File: src/rtl/subtrator_serial.sv
`default_nettype none
// ============================================================================
// Module   : subtrator_serial
// Purpose  : Bit-serial subtractor recovering A = S - B (LSB first) with
//            valid/ready handshakes and borrow-out / overflow flags.
// Revision : 1.0 - initial release
// ============================================================================
module subtrator_serial #(
  parameter int WIDTH = 2
) (
  input  logic             clk,
  input  logic             rst_n,
  input  logic             in_valid,
  output logic             in_ready,
  input  logic [WIDTH:0]   S,
  input  logic [WIDTH-1:0] B,
  output logic             out_valid,
  input  logic             out_ready,
  output logic [WIDTH-1:0] A,
  output logic             underflow,
  output logic             overflow
);

  localparam int                 c_CNT_W = $clog2(WIDTH + 2);
  localparam logic [c_CNT_W-1:0] c_LAST  = c_CNT_W'(WIDTH);
  localparam logic [c_CNT_W-1:0] c_ONE   = c_CNT_W'(1);

  typedef enum logic [1:0] {
    ST_IDLE = 2'd0,
    ST_CALC = 2'd1,
    ST_DONE = 2'd2
  } state_t;

  state_t             r_state;
  logic [WIDTH:0]     r_s_sh;
  logic [WIDTH:0]     r_b_sh;
  logic [WIDTH:0]     r_diff;
  logic               r_brw;
  logic [c_CNT_W-1:0] r_cnt;

  logic               w_s_bit;
  logic               w_b_bit;
  logic               w_d_bit;
  logic               w_brw_nxt;
  logic [WIDTH:0]     w_diff_nxt;

  // One full-subtractor cell; the difference bit enters at the top so that
  // after WIDTH+1 shifts bit 0 of the result sits at position 0.
  assign w_s_bit    = r_s_sh[0];
  assign w_b_bit    = r_b_sh[0];
  assign w_d_bit    = w_s_bit ^ w_b_bit ^ r_brw;
  assign w_brw_nxt  = (~w_s_bit & w_b_bit) | (~(w_s_bit ^ w_b_bit) & r_brw);
  assign w_diff_nxt = {w_d_bit, r_diff[WIDTH:1]};

  always_ff @(posedge clk or negedge rst_n) begin
    if (!rst_n) begin
      r_state   <= ST_IDLE;
      r_s_sh    <= '0;
      r_b_sh    <= '0;
      r_diff    <= '0;
      r_brw     <= 1'b0;
      r_cnt     <= '0;
      in_ready  <= 1'b0;
      out_valid <= 1'b0;
      A         <= '0;
      underflow <= 1'b0;
      overflow  <= 1'b0;
    end else begin
      case (r_state)
        ST_IDLE: begin
          in_ready <= 1'b1;
          if (in_valid && in_ready) begin
            r_s_sh   <= S;
            r_b_sh   <= {1'b0, B};
            r_diff   <= '0;
            r_brw    <= 1'b0;
            r_cnt    <= '0;
            in_ready <= 1'b0;
            r_state  <= ST_CALC;
          end
        end

        ST_CALC: begin
          r_s_sh <= {1'b0, r_s_sh[WIDTH:1]};
          r_b_sh <= {1'b0, r_b_sh[WIDTH:1]};
          r_brw  <= w_brw_nxt;
          r_diff <= w_diff_nxt;
          r_cnt  <= r_cnt + c_ONE;
          // Publish straight from the last cell so out_valid is not delayed a cycle.
          if (r_cnt == c_LAST) begin
            out_valid <= 1'b1;
            A         <= w_diff_nxt[WIDTH-1:0];
            underflow <= w_brw_nxt;
            overflow  <= w_diff_nxt[WIDTH] & ~w_brw_nxt;
            r_state   <= ST_DONE;
          end
        end

        ST_DONE: begin
          if (out_ready) begin
            out_valid <= 1'b0;
            in_ready  <= 1'b1;
            r_state   <= ST_IDLE;
          end
        end

        default: begin
          out_valid <= 1'b0;
          in_ready  <= 1'b0;
          r_state   <= ST_IDLE;
        end
      endcase
    end
  end

endmodule
`default_nettype wire

File: config.mk
export PLATFORM = sky130hd
export DESIGN_NAME = subtrator_serial
export DESIGN_NICKNAME = d
export VERILOG_FILES = /design/src/rtl/subtrator_serial.sv
export SDC_FILE = /design/constraint.sdc
export NUM_CORES = 1
export LEC_CHECK = 0
export BUFFER_PORTS_ARGS = -buffer_cell sky130_fd_sc_hd__buf_4
export CAP_MARGIN = 30
export CORE_MARGIN = 3
export CORE_UTILIZATION = 40
export CTS_CLUSTER_SIZE = 25
export DETAILED_ROUTE_END_ITERATION = 8
export PLACE_DENSITY_LB_ADDON = 0.2
export SLEW_MARGIN = 20
export SYNTH_ARGS = -nofsm -noshare
export SYNTH_HDL_FRONTEND = slang
export SYNTH_SLANG_ARGS = --single-unit
File: constraint.sdc
create_clock -name clk -period 2.56 [get_ports clk]
set_input_delay 0.256 -clock clk [delete_from_list [all_inputs] [get_ports clk]]
set_output_delay 0.256 -clock clk [all_outputs]
set_load 0.03 [all_outputs]
* Word level (Yosys, flattened, before mapping)
Cells that the tools add are included.
** Operators by class
- Bitwise logic cells :: 11
- Muxes and demuxes :: 20
- Equal/unequal tests :: 6
- Reductions and logical operators :: 8
- Add/subtract/negate cells :: 1
** Operators by type and width (count)
- one-hot mux 3 bit (2 select lines) :: 3
- 2-to-1 mux 3 bit :: 3
- 2-to-1 mux 2 bit :: 4
- inequality test 2 bit (second input constant) :: 3
- one-hot mux 1 bit (3 select lines) :: 2
- one-hot mux 2 bit (3 select lines) :: 1
- AND reduction 2 bit :: 3
- AND reduction 3 bit :: 2
- 2-to-1 mux 1 bit :: 5
- inverter 1 bit :: 5
- == test 2 bit (second input constant) :: 2
- one-hot mux 2 bit (2 select lines) :: 1
- AND 1 bit :: 3
- adder 2 x 1 -> 2 bit (second input constant) :: 1
- == test 2 x 1 -> 1 bit (second input constant) :: 1
- zero test 2 bit :: 1
- one-hot mux 1 bit (2 select lines) :: 1
- nonzero test 2 bit :: 1
- XOR 1 bit :: 2
- logical AND 1 bit :: 1
- bitwise OR 1 bit :: 1
** Storage, ports and cells
- Bits in registers :: 20
- Bits of input ports :: 9
- Output and inout port bits :: 6
- Logic and storage cells :: 57

* Depth between registers and ports, before layout
Gate-level depths: netlist of the first run.
- Depth in word-level cells :: 6
- Mapped depth :: 6
- Depth with buffers taken out :: 5

* Least setup slack after synthesis of the first run
OpenSTA, ideal clock, no wires.
- Path kind :: flip-flop to flip-flop
- From :: reg r_cnt[0]
- To :: reg A[0]
- Path slack :: 1.365 ns
- Required time :: 2.432 ns
- Setup time :: 0.128 ns
- Arrival :: 1.068 ns
- Clock period less this slack :: 1.195 ns
- Cell stages (with the launch flop) :: 5
- Buffers on the path :: 0
- Cell sequence :: dfrtp_1 > inv_1 > ha_1 > nand3b_4 > mux2_1
** Between the ends
- Longest elaborated chain between the ends :: 2
** RTL lines
- start, declared :: RTL line 39 : logic [c_CNT_W-1:0] r_cnt;
- start signal, assigned :: RTL line 88 : r_cnt <= r_cnt + c_ONE;
- == test 2 bit :: RTL line 90 : if (r_cnt == c_LAST) begin
- AND reduction 2 bit (no source line)
- end signal, assigned :: RTL line 92 : A <= w_diff_nxt[WIDTH-1:0];
- end, declared :: RTL line 19 : output logic [WIDTH-1:0] A,
Every way passes these cells.
A chain may end at the register's enable or synchronous reset.

* Worst setup path after layout of the first run
Ends and elaborated chain as after synthesis.

==> results list, run 1 <==
* Run status: finished clean
* Warning count from the yosys run: 0
- The min-delay analysis places its worst path in the category in2reg.
- The worst path meets setup with around 1300 ps of slack.
* First element of the critical path: r_cnt[0]
* Placed wire-length estimate: 914 µm
- Top-level I/O count: 15
- Number of buffers created by CTS: 3
- Measured against its own limit, the worst slew margin works out to between 70% and 80%.
- Maximum level of the CTS H-tree: 1
- Counting every sink on the clock net gives 18.
* Critical path endpoint: A[0]
- In the final layout, the share of cells above drive strength 1 is between 20% and 30%.
* Remaining DRCs: 0
* CP arrival: 1450 ps
- In this run the worst path has a maximum fanout of 8.
- The floorplan step defined a die boundary enclosing approximately 2700 µm².
- With fillers left out, the area of the finished cells amounts to 975 µm².
* Net switching share of the total power: between 40 and 50%
- For this design the total switching power over the nets is between 0.4 and 0.5 mW.
* Final cell utilization of the core: between 40% and 50%
- The core region is around 2000 µm².
* Combinational power share: between 40% and 50%
* Placed Cells incl. Taps: ~110
- Last weighted congestion value of the routability-driven placer: a little under 0.7
- Walking the worst path, the cells encountered are inv_1 > ha_1 > nand3b_4 > mux2_1.
- The total count of hold-check failures in the final report was 0.
- For this run, the post-layout net count is 102.
* GR Overflow Total: 0
- CTS root buf: sky130_fd_sc_hd__clkbuf_4
- Dividing the detail-routed via count by the number of cells gives around 4.8.
- Distinct cell type count after synthesis: 22
* Routed wire length: about 1300 µm
- CTS tree: yes
- The clock network accounts for between 10% and 20% of the total power.
- Synthesis produced a netlist with a net count of 86.
- The filler cells instantiated in the layout total about 190.
- Largest net degree at the start of global routing: 20
- After floorplanning, the core was divided into 16 placement rows.
- Count of buffering cells on the critical path with inverters included: 1
- Gr usage total: around an eighth
- Max stage delay on crit path: about 400 ps
* Netlist area before placement: roughly 850 µm²
- Setup repair after global routing left no endpoint under its margin.
* Sequential cell area fraction in the yosys report: between 50 and 60%
- Counting flops and latches in the post-synthesis netlist gives 18.
* Clock insertion delay at the later pin of the skew report: 290 ps
* Worst reg2reg setup slack: roughly 1300 ps
* Final number of max-transition violations: 0
- # setup viols final: 0
- Endpoint type of the worst setup path: register
* Critical path depth in cells: 4
* Final instance count without filler cells: 116
- The worst setup path is launched from a register.
- Dividing the detail-routed wire length by the instance count gives 11.0 µm.
- Number of antenna violations at the first check in global routing: 0
- Of the total power, registers draw 42.9%.
- Dividing the final minimum period by the clock period gives ~50%.
- Clock transition at the register clock pins on the worst setup and hold paths after CTS: 100 ps
- The worst register-to-register path ends at A[0].
- Slowest library cell on the worst path: sky130_fd_sc_hd__dfrtp_1
* Die height: between 50 and 60 µm
- For this run, the detailed router's first-pass iteration total came to 3.
- Final clock skew: ~3.7 ps
- Cell count after synthesis: between 70 and 80
- Leakage power figure: about 0.48 nW
- RR Startpoint: r_cnt[0]
- Measured in cells, the most critical reg-to-reg path has a length of 4.
* DRT antenna net count: 0
- Number of global-route vias before repair: 579
- For the final routed database, the setup TNS stands at 0 ps.
- Timing analysis after detailed placement gives a worst setup slack of between 1000 and 1500 ps.
- The internal power of the cells totals around 0.7 mW.
- The worst setup path is of the reg2reg kind.
* Data required time of the worst path: 2740 ps
- Fin crit period: approximately 1300 ps
* First-pass GRT wire length: about 2400 µm
- For this block, the initial DRC count from the detailed router was 7.
- Max Buffers Root-to-Sink: 2
* Worst vdd rail ir drop: slightly below 0.0006 V
- After detailed placement, the total cell area comes to approximately 940 µm².
- The repair_antennas step left the layout with diodes totalling 0.
- Averaged over all synthesized cells, the footprint is about 11 µm².
* Die width: ~52 µm
- Port Buffer Count: 14
- Total area of multi-input combinational cells: between 300 and 400 µm²
- For this run, the top clock speed supported by timing is about 0.8 GHz.
* Total area of sequential cells: 450 µm²
* Power density over the cells: between 1000 and 1500 nW/µm²
- The detailed router placed 557 vias in this run.
- Starting Density: a little over two fifths
* Kind of cell adding the most delay to the critical path: flip-flops
- Least-Margin Pin Slew: around 400 ps
- Layout Area Growth over Synthesis: 14.4%
- After clock tree synthesis, the setup repair step added 0 buffers.
- The tool flagged a number of max-cap violations equal to 0.
## layer usage
metal,wire (µm),part of all wire (%),vias up,GRT usage (%)
li1,-,-,280,-
met1,580,45,263,13.7
met2,608,48,12,20.9
met3,80,6.3,2,5.16
met4,10,0.78,0,5.11
met5,0,0,-,0
## layout make-up
type,instances,area share [%]
Clock buffer,3,2.31
Multi-Input combinational cell,47,33.9
Tap cell,27,3.47
Sequential cell,18,46.2
Timing Repair Buffer,15,11.8
Inverter,6,2.31
## state kept, by name (all words and copies together), names as in the netlist
name,flops
r_state,2
r_b_sh,2
underflow,1
r_diff,2
A,2
r_s_sh,3
overflow,1
in_ready,1
r_cnt,2
out_valid,1
r_brw,1
## Yosys cell counts
library cell | number | area [µm²]
sky130_fd_sc_hd__dfrtp_1 | 18 | 450
sky130_fd_sc_hd__o21ai_0 | 8 | 40.0
sky130_fd_sc_hd__nand3_1 | 7 | 35.0
sky130_fd_sc_hd__inv_1 | 6 | 22.5
sky130_fd_sc_hd__nand2_1 | 5 | 18.8
sky130_fd_sc_hd__o21ai_1 | 5 | 25.0
sky130_fd_sc_hd__a21oi_1 | 3 | 15.0
sky130_fd_sc_hd__mux2i_1 | 3 | 30.0
sky130_fd_sc_hd__nand2b_1 | 3 | 18.8
sky130_fd_sc_hd__nor2_1 | 3 | 11.3
sky130_fd_sc_hd__buf_8 | 2 | 30.0
sky130_fd_sc_hd__nand3b_4 | 2 | 40.0
sky130_fd_sc_hd__a21oi_2 | 1 | 8.76
sky130_fd_sc_hd__buf_4 | 1 | 7.51
sky130_fd_sc_hd__buf_6 | 1 | 11.3
sky130_fd_sc_hd__fa_1 | 1 | 20.0
sky130_fd_sc_hd__ha_1 | 1 | 12.5
sky130_fd_sc_hd__mux2_1 | 1 | 11.3
sky130_fd_sc_hd__nand2b_4 | 1 | 13.8
sky130_fd_sc_hd__nor2_2 | 1 | 6.26
sky130_fd_sc_hd__o221a_2 | 1 | 11.3
sky130_fd_sc_hd__o22ai_2 | 1 | 12.5
## kinds of logic (layout without fill, tap and decap cells)
| group | after synthesis | count (layout) | share of synthesized area, % |
|---|---|---|---|
| AO/OA/AOI/OAI | 19 | 19 | 13.2 |
| adder cells (fa/ha/maj) | 2 | 2 | 3.82 |
| buffers and inverters | 10 | 24 | 8.37 |
| flip-flops | 18 | 18 | 52.9 |
| multiplexers | 4 | 4 | 4.85 |
| AND/OR/NAND/NOR | 22 | 22 | 16.9 |
## cells in the final DEF (no fill, tap or decap)
cell,synthesis,layout
sky130_fd_sc_hd__a21oi_1,3,3
sky130_fd_sc_hd__a21oi_2,1,1
sky130_fd_sc_hd__buf_4,1,14
sky130_fd_sc_hd__clkbuf_4,0,3
sky130_fd_sc_hd__dfrtp_1,18,18
sky130_fd_sc_hd__dlygate4sd3_1,0,1
sky130_fd_sc_hd__fa_1,1,1
sky130_fd_sc_hd__ha_1,1,1
sky130_fd_sc_hd__inv_1,6,6
sky130_fd_sc_hd__mux2_1,1,1
sky130_fd_sc_hd__mux2i_1,3,3
sky130_fd_sc_hd__nand2_1,5,5
sky130_fd_sc_hd__nand2b_1,3,3
sky130_fd_sc_hd__nand2b_4,1,1
sky130_fd_sc_hd__nand3_1,7,7
sky130_fd_sc_hd__nand3b_4,2,2
sky130_fd_sc_hd__nor2_1,3,3
sky130_fd_sc_hd__nor2_2,1,1
sky130_fd_sc_hd__o21ai_0,8,8
sky130_fd_sc_hd__o21ai_1,5,5
sky130_fd_sc_hd__o221a_2,1,1
sky130_fd_sc_hd__o22ai_2,1,1
## worst reg2reg max path, stage by stage, from the launching register on
cell and delay [ps]:
sky130_fd_sc_hd__dfrtp_1 400, sky130_fd_sc_hd__inv_1 60, sky130_fd_sc_hd__ha_1 240, sky130_fd_sc_hd__nand3b_4 140, sky130_fd_sc_hd__mux2_1 330
## how the worst min path moves through the flow
stage / from / end / slack [ps] / depth (start not counted)
floorplan: rst_n / A[0] / -40 / 0
global placement: rst_n / in_ready / 140 / 1
detailed placement: rst_n / A[1] / 140 / 1
CTS: B[1] / r_b_sh[1] / 210 / 3
global route: B[1] / r_b_sh[1] / 210 / 3
finish: B[1] / r_b_sh[1] / 220 / 3
## power groups by stage
stage / registers [mW] / logic, mW / clock network, mW
detailed placement: 0.522 / 0.556 / 0
global placement: 0.516 / 0.544 / 0
finish: 0.513 / 0.545 / 0.136
CTS: 0.515 / 0.557 / 0.142
floorplan: 0.552 / 0.452 / 0
global route: 0.537 / 0.625 / 0.154
## timing repair
item | 4_1_cts | 5_1_grt
resized for setup | 0 | 0
hold buffers | 1 | 0
endpoints found under the hold margin | 18 | 0
## through the flow
stage	total power [mW]	hold slack, ps
finish	1.19	220
global route	1.32	212
CTS	1.21	215
detailed placement	1.08	138
global placement	1.06	140
floorplan	1.00	-39.6
(Power assumes the default switching activity.)
==> inputs of run 2 (changes only) <==
--- a/config.mk
+++ b/config.mk
@@ -5,6 +5,7 @@
 export SDC_FILE = /design/constraint.sdc
 export NUM_CORES = 1
 export LEC_CHECK = 0
+export ABC_AREA = 1
 export BUFFER_PORTS_ARGS = -buffer_cell sky130_fd_sc_hd__buf_4
 export CAP_MARGIN = 30
 export CORE_MARGIN = 3
==> constraint.sdc (replaced) <==
create_clock -name clk -period 1.2 [get_ports clk]
set_input_delay 0.12 -clock clk [delete_from_list [all_inputs] [get_ports clk]]
set_output_delay 0.12 -clock clk [all_outputs]
set_load 0.03 [all_outputs]
==> run 2 against run 1 <==
  * Setup slack got worse by 1300 ps
  * Count of clock-buffer cells in the layout unchanged
  * Sequential cell count stayed put
  * Utilization grew 6.4 points
  * Combinational power rose to 2.6 times the previous value
  * Cell area rose by 5.9%
  * Sequential power up 100%
  * First-iteration DRC count grew 14%
  * Sequential share of layout area down 2.6 points
  * Critical path type unchanged
  * Largest cell class unchanged
==> results list, run 2 <==
- Run status: finished clean (unchanged)
- Final clock skew: 5.00 ps (was 3.66 ps)
- The clock insertion delay at the later pin of the skew report came to 280 ps (was 290 ps).
- Clock transition at the register clock pins on the worst setup and hold paths after CTS: 100 ps (about the same)
- Number of antenna violations at the first check in global routing: 0 (unchanged)
- Most frequent cells in the layout: sky130_fd_sc_hd__nand2_1, sky130_fd_sc_hd__buf_4, sky130_fd_sc_hd__dfrtp_1, sky130_fd_sc_hd__nand3_1, sky130_fd_sc_hd__inv_1 (was sky130_fd_sc_hd__dfrtp_1, sky130_fd_sc_hd__buf_4, sky130_fd_sc_hd__o21ai_0).
- The sum of overflow across all layers after global routing is 0 (unchanged).
- The number of setup violations in the final report is 0 (unchanged).
* Warning count from the yosys run: 0 (unchanged)
* Worst vdd rail ir drop: 0.00134 V (was 0.000593 V)
* Last weighted congestion value of the routability-driven placer: 0.750 (was 0.679)
* Total area of sequential cells: 450 µm² (unchanged)
- The mean routed wirelength per cell came to 11.1 µm (was 11.0 µm).
- Peak clock frequency supported by timing: 0.850 GHz (was 0.785 GHz)
- The number of distinct library cells after synthesis came to 15 (was 22).
* Switching power: 1.19 mW (was 0.493 mW)
- Final worst path period share: 98.1% (was 49.8%)
* Post-synthesis register bit count: 18 (unchanged)
- Full die area: 2690 µm² (was 2720 µm²)
- The row count is 15 (was 16).
* Leakage power figure: 0.548 nW (was 0.483 nW)
* Number of inserted diodes: 0 (unchanged)
* CTS root buf: sky130_fd_sc_hd__clkbuf_4 (unchanged)
- Number of hold violations in the final report: 0 (unchanged)
* Total number of clock tree sinks: 18 (unchanged)
- Gr usage total: 13.9% (was 12.4%)
* Remaining DRCs: 0 (unchanged)
* Final number of max-transition violations: 0 (unchanged)
- The slew at the pin closest to its max-slew limit was 235 ps (was 411 ps).
* Port Buffer Count: 14 (unchanged)
* Net switching share of the total power: 43.6% (was 41.3%)
* Routed wire length: 1560 µm (was 1280 µm)
* Placed wire-length estimate: 1090 µm (was 914 µm)
* Ratio of routed vias to standard cells: 4.81 (was 4.80)
- Unrepaired setup endpoints after global routing: yes (was no).
- The path type of the worst setup path is reg2reg (unchanged).
- The highest net fanout along the worst path came to 2 (was 8).
* Worst-case hold slack: 64.3 ps (was 220 ps)
* Top-level I/O count: 15 (unchanged)
* Fraction of layout instances using a drive strength above 1: 25.2% (was 27.0%)
- Yosys top cell area share: 53.6% (was 52.9%)
- The mean post-synth cell area was 8.76 µm² (was 11.4 µm²).
* Net Count, Synth: 107 (was 86)
- Area of the core region: 1860 µm² (was 1980 µm²)
- First-pass GRT wire length: 2730 µm (was 2420 µm)
- The most common library cell in the layout ignoring fill and taps is sky130_fd_sc_hd__nand2_1 (was sky130_fd_sc_hd__dfrtp_1).
- The H-tree depth reported by CTS was 1 (unchanged).
* Largest net degree at the start of global routing: 21 (was 20)
- Die height: 51.8 µm (was 52.2 µm)
- Layout Area Growth over Synthesis: 22.8% (was 14.4%)
- The internal cell power was 1.54 mW (was 0.701 mW).
- Fin crit period: 1180 ps (was 1270 ps)
- Normalized max-slew margin: 84.4% (was 72.6%)
* Yosys top cell by area: sky130_fd_sc_hd__dfrtp_1 (unchanged)
- The flip-flop cell with the highest count after synthesis was sky130_fd_sc_hd__dfrtp_1 (unchanged).
- The ratio of total power to cell area was 2650 nW/µm² (was 1220 nW/µm²).
- The worst hold-check path type is in2reg (unchanged).
- The TritonCTS clock tree was yes (unchanged).
- Total Nets Final: 128 (was 102)
- Clock group share of total power: 10.5% (was 11.4%)
* Fill count: 180 (was 189)
- Part of the total power dissipated in sequential elements: 38.1% (was 42.9%)
- The worst-case clock buffer depth came to 2 (unchanged).
* Max-cap violation count: 0 (unchanged)
- The most frequent cell after synthesis is sky130_fd_sc_hd__nand2_1 (was sky130_fd_sc_hd__dfrtp_1).
- Element type at the critical path start: register (unchanged)
- The number of nets with antenna violations after routing is 0 (unchanged).
- The synthesized cell area is 841 µm² (was 852 µm²).
- The count of placed standard cells in the final layout, fillers left out was 140 (was 116).
- The arrival time reported for the critical path endpoint was 1400 ps (was 1450 ps).
- The part of the total power dissipated in combinational logic is 51.4% (was 45.7%).
- Proportion of register bits with asynchronous set or reset after synthesis: 100% (unchanged)
* Detailed-router iteration count before antenna repair: 4 (was 3)
- Data required time of the worst path: 1420 ps (was 2740 ps)
* Placed Cells incl. Taps: 135 (was 112)
* Top register by number of flip-flops: r_s_sh (unchanged)
* Commonest cells in the synthesized netlist: sky130_fd_sc_hd__nand2_1, sky130_fd_sc_hd__dfrtp_1, sky130_fd_sc_hd__nand3_1, sky130_fd_sc_hd__inv_1 (was sky130_fd_sc_hd__dfrtp_1, sky130_fd_sc_hd__o21ai_0, sky130_fd_sc_hd__nand3_1, sky130_fd_sc_hd__inv_1)
- The x dimension of the die is 51.8 µm (was 52.2 µm).
- The violation count after the first detailed-route iteration came to 8 (was 7).
- The count of mapped cells out of synthesis was 96 (was 75).
- The number of CTS-inserted buffers was 3 (unchanged).
- Total area of multi-input combinational cells: 342 µm² (was 330 µm²)
* Top area cells in the synthesized netlist: sky130_fd_sc_hd__dfrtp_1, sky130_fd_sc_hd__nand2_1, sky130_fd_sc_hd__nand3_1, sky130_fd_sc_hd__inv_1, sky130_fd_sc_hd__buf_6 (was sky130_fd_sc_hd__dfrtp_1, sky130_fd_sc_hd__nand3b_4, sky130_fd_sc_hd__o21ai_0, sky130_fd_sc_hd__nand3_1, sky130_fd_sc_hd__mux2i_1)
- Endpoint type of the worst setup path: register (unchanged)
- The initial standard-cell utilization of the core was 45.3% (was 43.0%).
- The post-synthesis sequential area ratio was 53.6% (was 52.9%).
- The total number of vias was 673 (was 557).
* Max FFs per register: 3 (unchanged)
* Number of flops mapped to enable cells by yosys: 0 (unchanged)
- The via count of the first global-routing pass came to 626 (was 579).
-- run 2: path summary, 6_finish.rpt --
kind                       startpoint   endpoint  slack [ps]  cells past startpoint
setup reg to reg            r_b_sh[0]   overflow          20                      4
min in group asynchronous       rst_n   overflow         230                      2
hold / removal                   S[2]  r_s_sh[2]          60                      3
max in group asynchronous       rst_n  out_valid         770                      2
hold reg to reg             out_valid  out_valid         480                      2
setup / recovery            r_b_sh[0]   overflow          20                      4
-- run 2: final cells by class --
class | instances | area share, %
clock buffer | 3 | 2.18
tap | 25 | 3.03
inverter | 9 | 3.27
multi-input combinational | 65 | 33.1
timing repair buffer | 20 | 14.8
sequential | 18 | 43.6
-- run 2: cell families (layout without fill, tap and decap cells) --
group | after synthesis | in the layout | share of synthesized area [%]
buffers and inverters | 13 | 32 | 8.48
and+or+nand+nor | 54 | 54 | 28.6
adders and majority gates | 2 | 2 | 3.87
AOI/OAI and AO/OA | 9 | 9 | 5.51
DFF | 18 | 18 | 53.6
-- run 2: power by group through the flow --
stage / combinational [mW] / clock, mW / sequential (mW)
4_1_cts: 1.35 / 0.308 / 1.03
2_1_floorplan: 0.869 / 0 / 1.19
6_report: 1.41 / 0.287 / 1.04
3_3_place_gp: 1.32 / 0 / 1.03
3_5_place_dp: 1.34 / 0 / 1.04
5_1_grt: 1.61 / 0.323 / 1.08
-- run 2: what timing repair did --
item                                   4_1_cts  5_1_grt
setup endpoints to repair                    1        9
gates resized for setup                      1        6
setup buffers                                0        1
endpoints found under the hold margin       18        0
hold buffers                                 1        0
pin swaps                                    1        2
-- run 2: per-layer routing --
metal	global-route usage (%)	vias up	wire (µm)
li1	-	349	-
met1	18.9	314	751
met2	20.5	8	736
met3	2.58	2	49
met4	7.86	0	19
met5	0	-	0
-- run 2: metrics by stage --
stage / setup TNS [ps] / total power [mW] / util [%] / setup slack (ps) / instance area (µm²)
final: 0 / 2.74 / 55.6 / 23.2 / 1030
after floorplan: 0 / 2.06 / - / 22.6 / 841
after global placement: 0 / 2.35 / 52.2 / 11.6 / 970
after detailed placement: -6.23 / 2.38 / 52.2 / -6.23 / 970
after global routing: -85.1 / 3.01 / 55.6 / -51.6 / 1030
after CTS: 0 / 2.69 / 53.9 / 9.06 / 1000
-- run 2: worst max-delay path: stages (launching register included) --
cell	delay, ps
sky130_fd_sc_hd__dfrtp_1	370
sky130_fd_sc_hd__inv_2	50
sky130_fd_sc_hd__fa_1	540
sky130_fd_sc_hd__nand2_1	50
sky130_fd_sc_hd__o21ai_1	100
==> inputs of run 3 (changes only) <==
--- a/config.mk
+++ b/config.mk
@@ -12,6 +12,7 @@
 export CORE_UTILIZATION = 40
 export CTS_CLUSTER_SIZE = 25
 export DETAILED_ROUTE_END_ITERATION = 8
+export MAX_ROUTING_LAYER = met4
 export PLACE_DENSITY_LB_ADDON = 0.2
 export SLEW_MARGIN = 20
 export SYNTH_ARGS = -nofsm -noshare
==> run 3 against run 2 <==
  * Clock skew hardly changed
  * Sequential cell count stayed put
  * Worst hold slack hardly changed
  * Global-route usage is 0.36 points higher
  * Critical endpoint unchanged
==> results list, run 3 (synthesized netlist as in run 2, its figures left out) <==
- Run status: finished clean (unchanged)
- Number of antenna violations at the first check in global routing: 0 (unchanged)
- The total die area was 2690 µm² (unchanged).
- Clock insertion delay at the later pin of the skew report: 280 ps (about the same)
- Maximum level of the CTS H-tree: 1 (unchanged)
- Placed Cells incl. Taps: 135 (unchanged)
* GR Overflow Total: 0 (unchanged)
- CTS tree: yes (unchanged)
- The most common library cell in the layout ignoring fill and taps is sky130_fd_sc_hd__nand2_1 (unchanged).
* Final number of max-transition violations: 0 (unchanged)
- The combined area of the multi-input logic cells is 342 µm² (unchanged).
- The growth of design area from synthesis to finish is 22.8% (unchanged).
- Data required time of the worst path: 1420 ps (about the same)
* Average wire per cell in the routed design: 11.1 µm (about the same)
- The via count of the first global-routing pass is 627 (was 626).
* Number of hold violations in the final report: 0 (unchanged)
- Power density over the cells: 2650 nW/µm² (about the same)
- The count of placed standard cells in the final layout, fillers left out was 140 (unchanged).
* DRT antenna net count: 0 (unchanged)
- Clock transition at the register clock pins on the worst setup and hold paths after CTS: 100 ps (about the same)
- Worst-case hold slack: 64.3 ps (about the same)
* Final critical-path setup slack: 23.2 ps (about the same)
- Total Nets Final: 128 (unchanged)
- Ratio of routed vias to standard cells: 4.81 (unchanged)
* First-pass GRT wire length: 2730 µm (unchanged)
* Count of vias placed by the detailed router: 673 (unchanged)
* Die width: 51.8 µm (unchanged)
* Area of the core region: 1860 µm² (unchanged)
* Peak clock frequency supported by timing: 0.850 GHz (about the same)
- The die outline height came to 51.8 µm (unchanged).
* Count of buffering cells on the critical path with inverters included: 1 (unchanged)
- Fill count: 180 (unchanged)
- Placed wire-length estimate: 1090 µm (unchanged)
- Most frequent cells in the layout: sky130_fd_sc_hd__nand2_1, sky130_fd_sc_hd__buf_4, sky130_fd_sc_hd__dfrtp_1, sky130_fd_sc_hd__nand3_1, sky130_fd_sc_hd__inv_1 (unchanged).
- Fraction of layout instances using a drive strength above 1: 25.2% (unchanged)
* Highest net fanout along the worst path: 2 (unchanged)
- Hold Crit Class: in2reg (unchanged)
* Element type at the critical path start: register (unchanged)
- The stage delay of the slowest cell on the critical path is 540 ps (about the same).
- The count of port buffers added during placement is 14 (unchanged).
- Starting Density: 45.3% (unchanged)
* Top register by number of flip-flops: r_s_sh (unchanged)
- Worst slack at placement: -6.23 ps (unchanged)
* Least-Margin Pin Slew: 235 ps (unchanged)
- Critical path cell sequence: inv_2 > fa_1 > nand2_1 > o21ai_1 (unchanged)
- Detailed-router iteration count before antenna repair: 4 (unchanged)
* Number of inserted diodes: 0 (unchanged)
* Final worst path period share: 98.1% (about the same)
* Endpoint type of the worst setup path: register (unchanged)
- The violation count after the first detailed-route iteration is 8 (unchanged).
- The setup slack of the worst register-to-register path was 20 ps (about the same).
* Unrepaired setup endpoints after global routing: yes (unchanged)
* Max Buffers Root-to-Sink: 2 (unchanged)
* Total number of clock tree sinks: 18 (unchanged)
* CP arrival: 1400 ps (about the same)
- The total wirelength of the detailed-routed design came to 1560 µm (about the same).
* Final cell utilization of the core: 55.6% (unchanged)
- The worst clock skew on the final layout came to 5.05 ps (was 5.00 ps).
- The number of primary I/O pins is 15 (unchanged).
- The total leakage power was 0.548 nW (unchanged).
* Critical path class: reg2reg (unchanged)
- The library cell contributing the largest single delay on the critical path was sky130_fd_sc_hd__fa_1 (unchanged).
- Max-cap violation count: 0 (unchanged)
- CTS root buf: sky130_fd_sc_hd__clkbuf_4 (unchanged)
- Normalized max-slew margin: 84.4% (unchanged)
- The worst ir drop on vdd is 0.00134 V (about the same).
* Number of placement rows: 15 (unchanged)
* Remaining DRCs: 0 (unchanged)
* Number of buffers created by CTS: 3 (unchanged)
- Total area of sequential cells: 450 µm² (unchanged)
* Fin crit period: 1180 ps (about the same)
* Largest net degree at the start of global routing: 21 (unchanged)
- Kind of cell adding the most delay to the critical path: adder cells (unchanged)
* Gr usage total: 14.2% (was 13.9%)
- Max FFs per register: 3 (unchanged)
* # setup viols final: 0 (unchanged)
* Last weighted congestion value of the routability-driven placer: 0.759 (was 0.750)
==> run 3: worst paths after layout <==
check / from / cells after the start / end
worst max-delay path: r_b_sh[0] / 4 / overflow
worst min-delay path: S[2] / 3 / r_s_sh[2]
worst max register to register: r_b_sh[0] / 4 / overflow
worst min register to register: out_valid / 2 / out_valid
max in group asynchronous: rst_n / 2 / out_valid
min in group asynchronous: rst_n / 2 / overflow
==> run 3: per-layer routing <==
layer	vias to the layer above	track usage, %	wire length (µm)
met5	-	-	0
met4	0	7.86	18
met3	2	2.58	50
met2	8	20.5	736
met1	314	18.9	752
li1	349	-	-
==> run 3: what timing repair did <==
action | 4_1_cts | 5_1_grt
setup endpoints to repair | 1 | 9
resized for setup | 1 | 6
hold buffers | 1 | 0
setup buffers | 0 | 1
pin swaps | 1 | 2
endpoints found under the hold margin | 18 | 0
==> run 3: stage by stage <==
stage          setup TNS (ps)  area (µm²)  power (mW)
5_1_grt                 -85.1        1030        3.01
3_5_place_dp            -6.23         970        2.38
4_1_cts                     0        1000        2.69
6_report                    0        1030        2.74
2_1_floorplan               0         841        2.06
3_3_place_gp                0         970        2.35
==> run 3: worst min-delay path, stage by stage <==
cell and delay (ps):
sky130_fd_sc_hd__buf_4 80, sky130_fd_sc_hd__nand3_1 60, sky130_fd_sc_hd__nand2_1 60
==> run 3: layout make-up <==
type,instances,area share [%]
sequential,18,43.6
multi-input combinational,65,33.1
timing repair buffer,20,14.8
inverter,9,3.27
tap,25,3.03
clock buffer,3,2.18
==> run 3: where the power goes <==
group | switching, mW | leakage [nW] | total, mW | internal [mW]
Clock | 0.171 | 0.0138 | 0.287 | 0.116
Sequential | 0.171 | 0.231 | 1.04 | 0.873
Combinational | 0.851 | 0.303 | 1.41 | 0.554
Total | 1.19 | 0.548 | 2.74 | 1.54
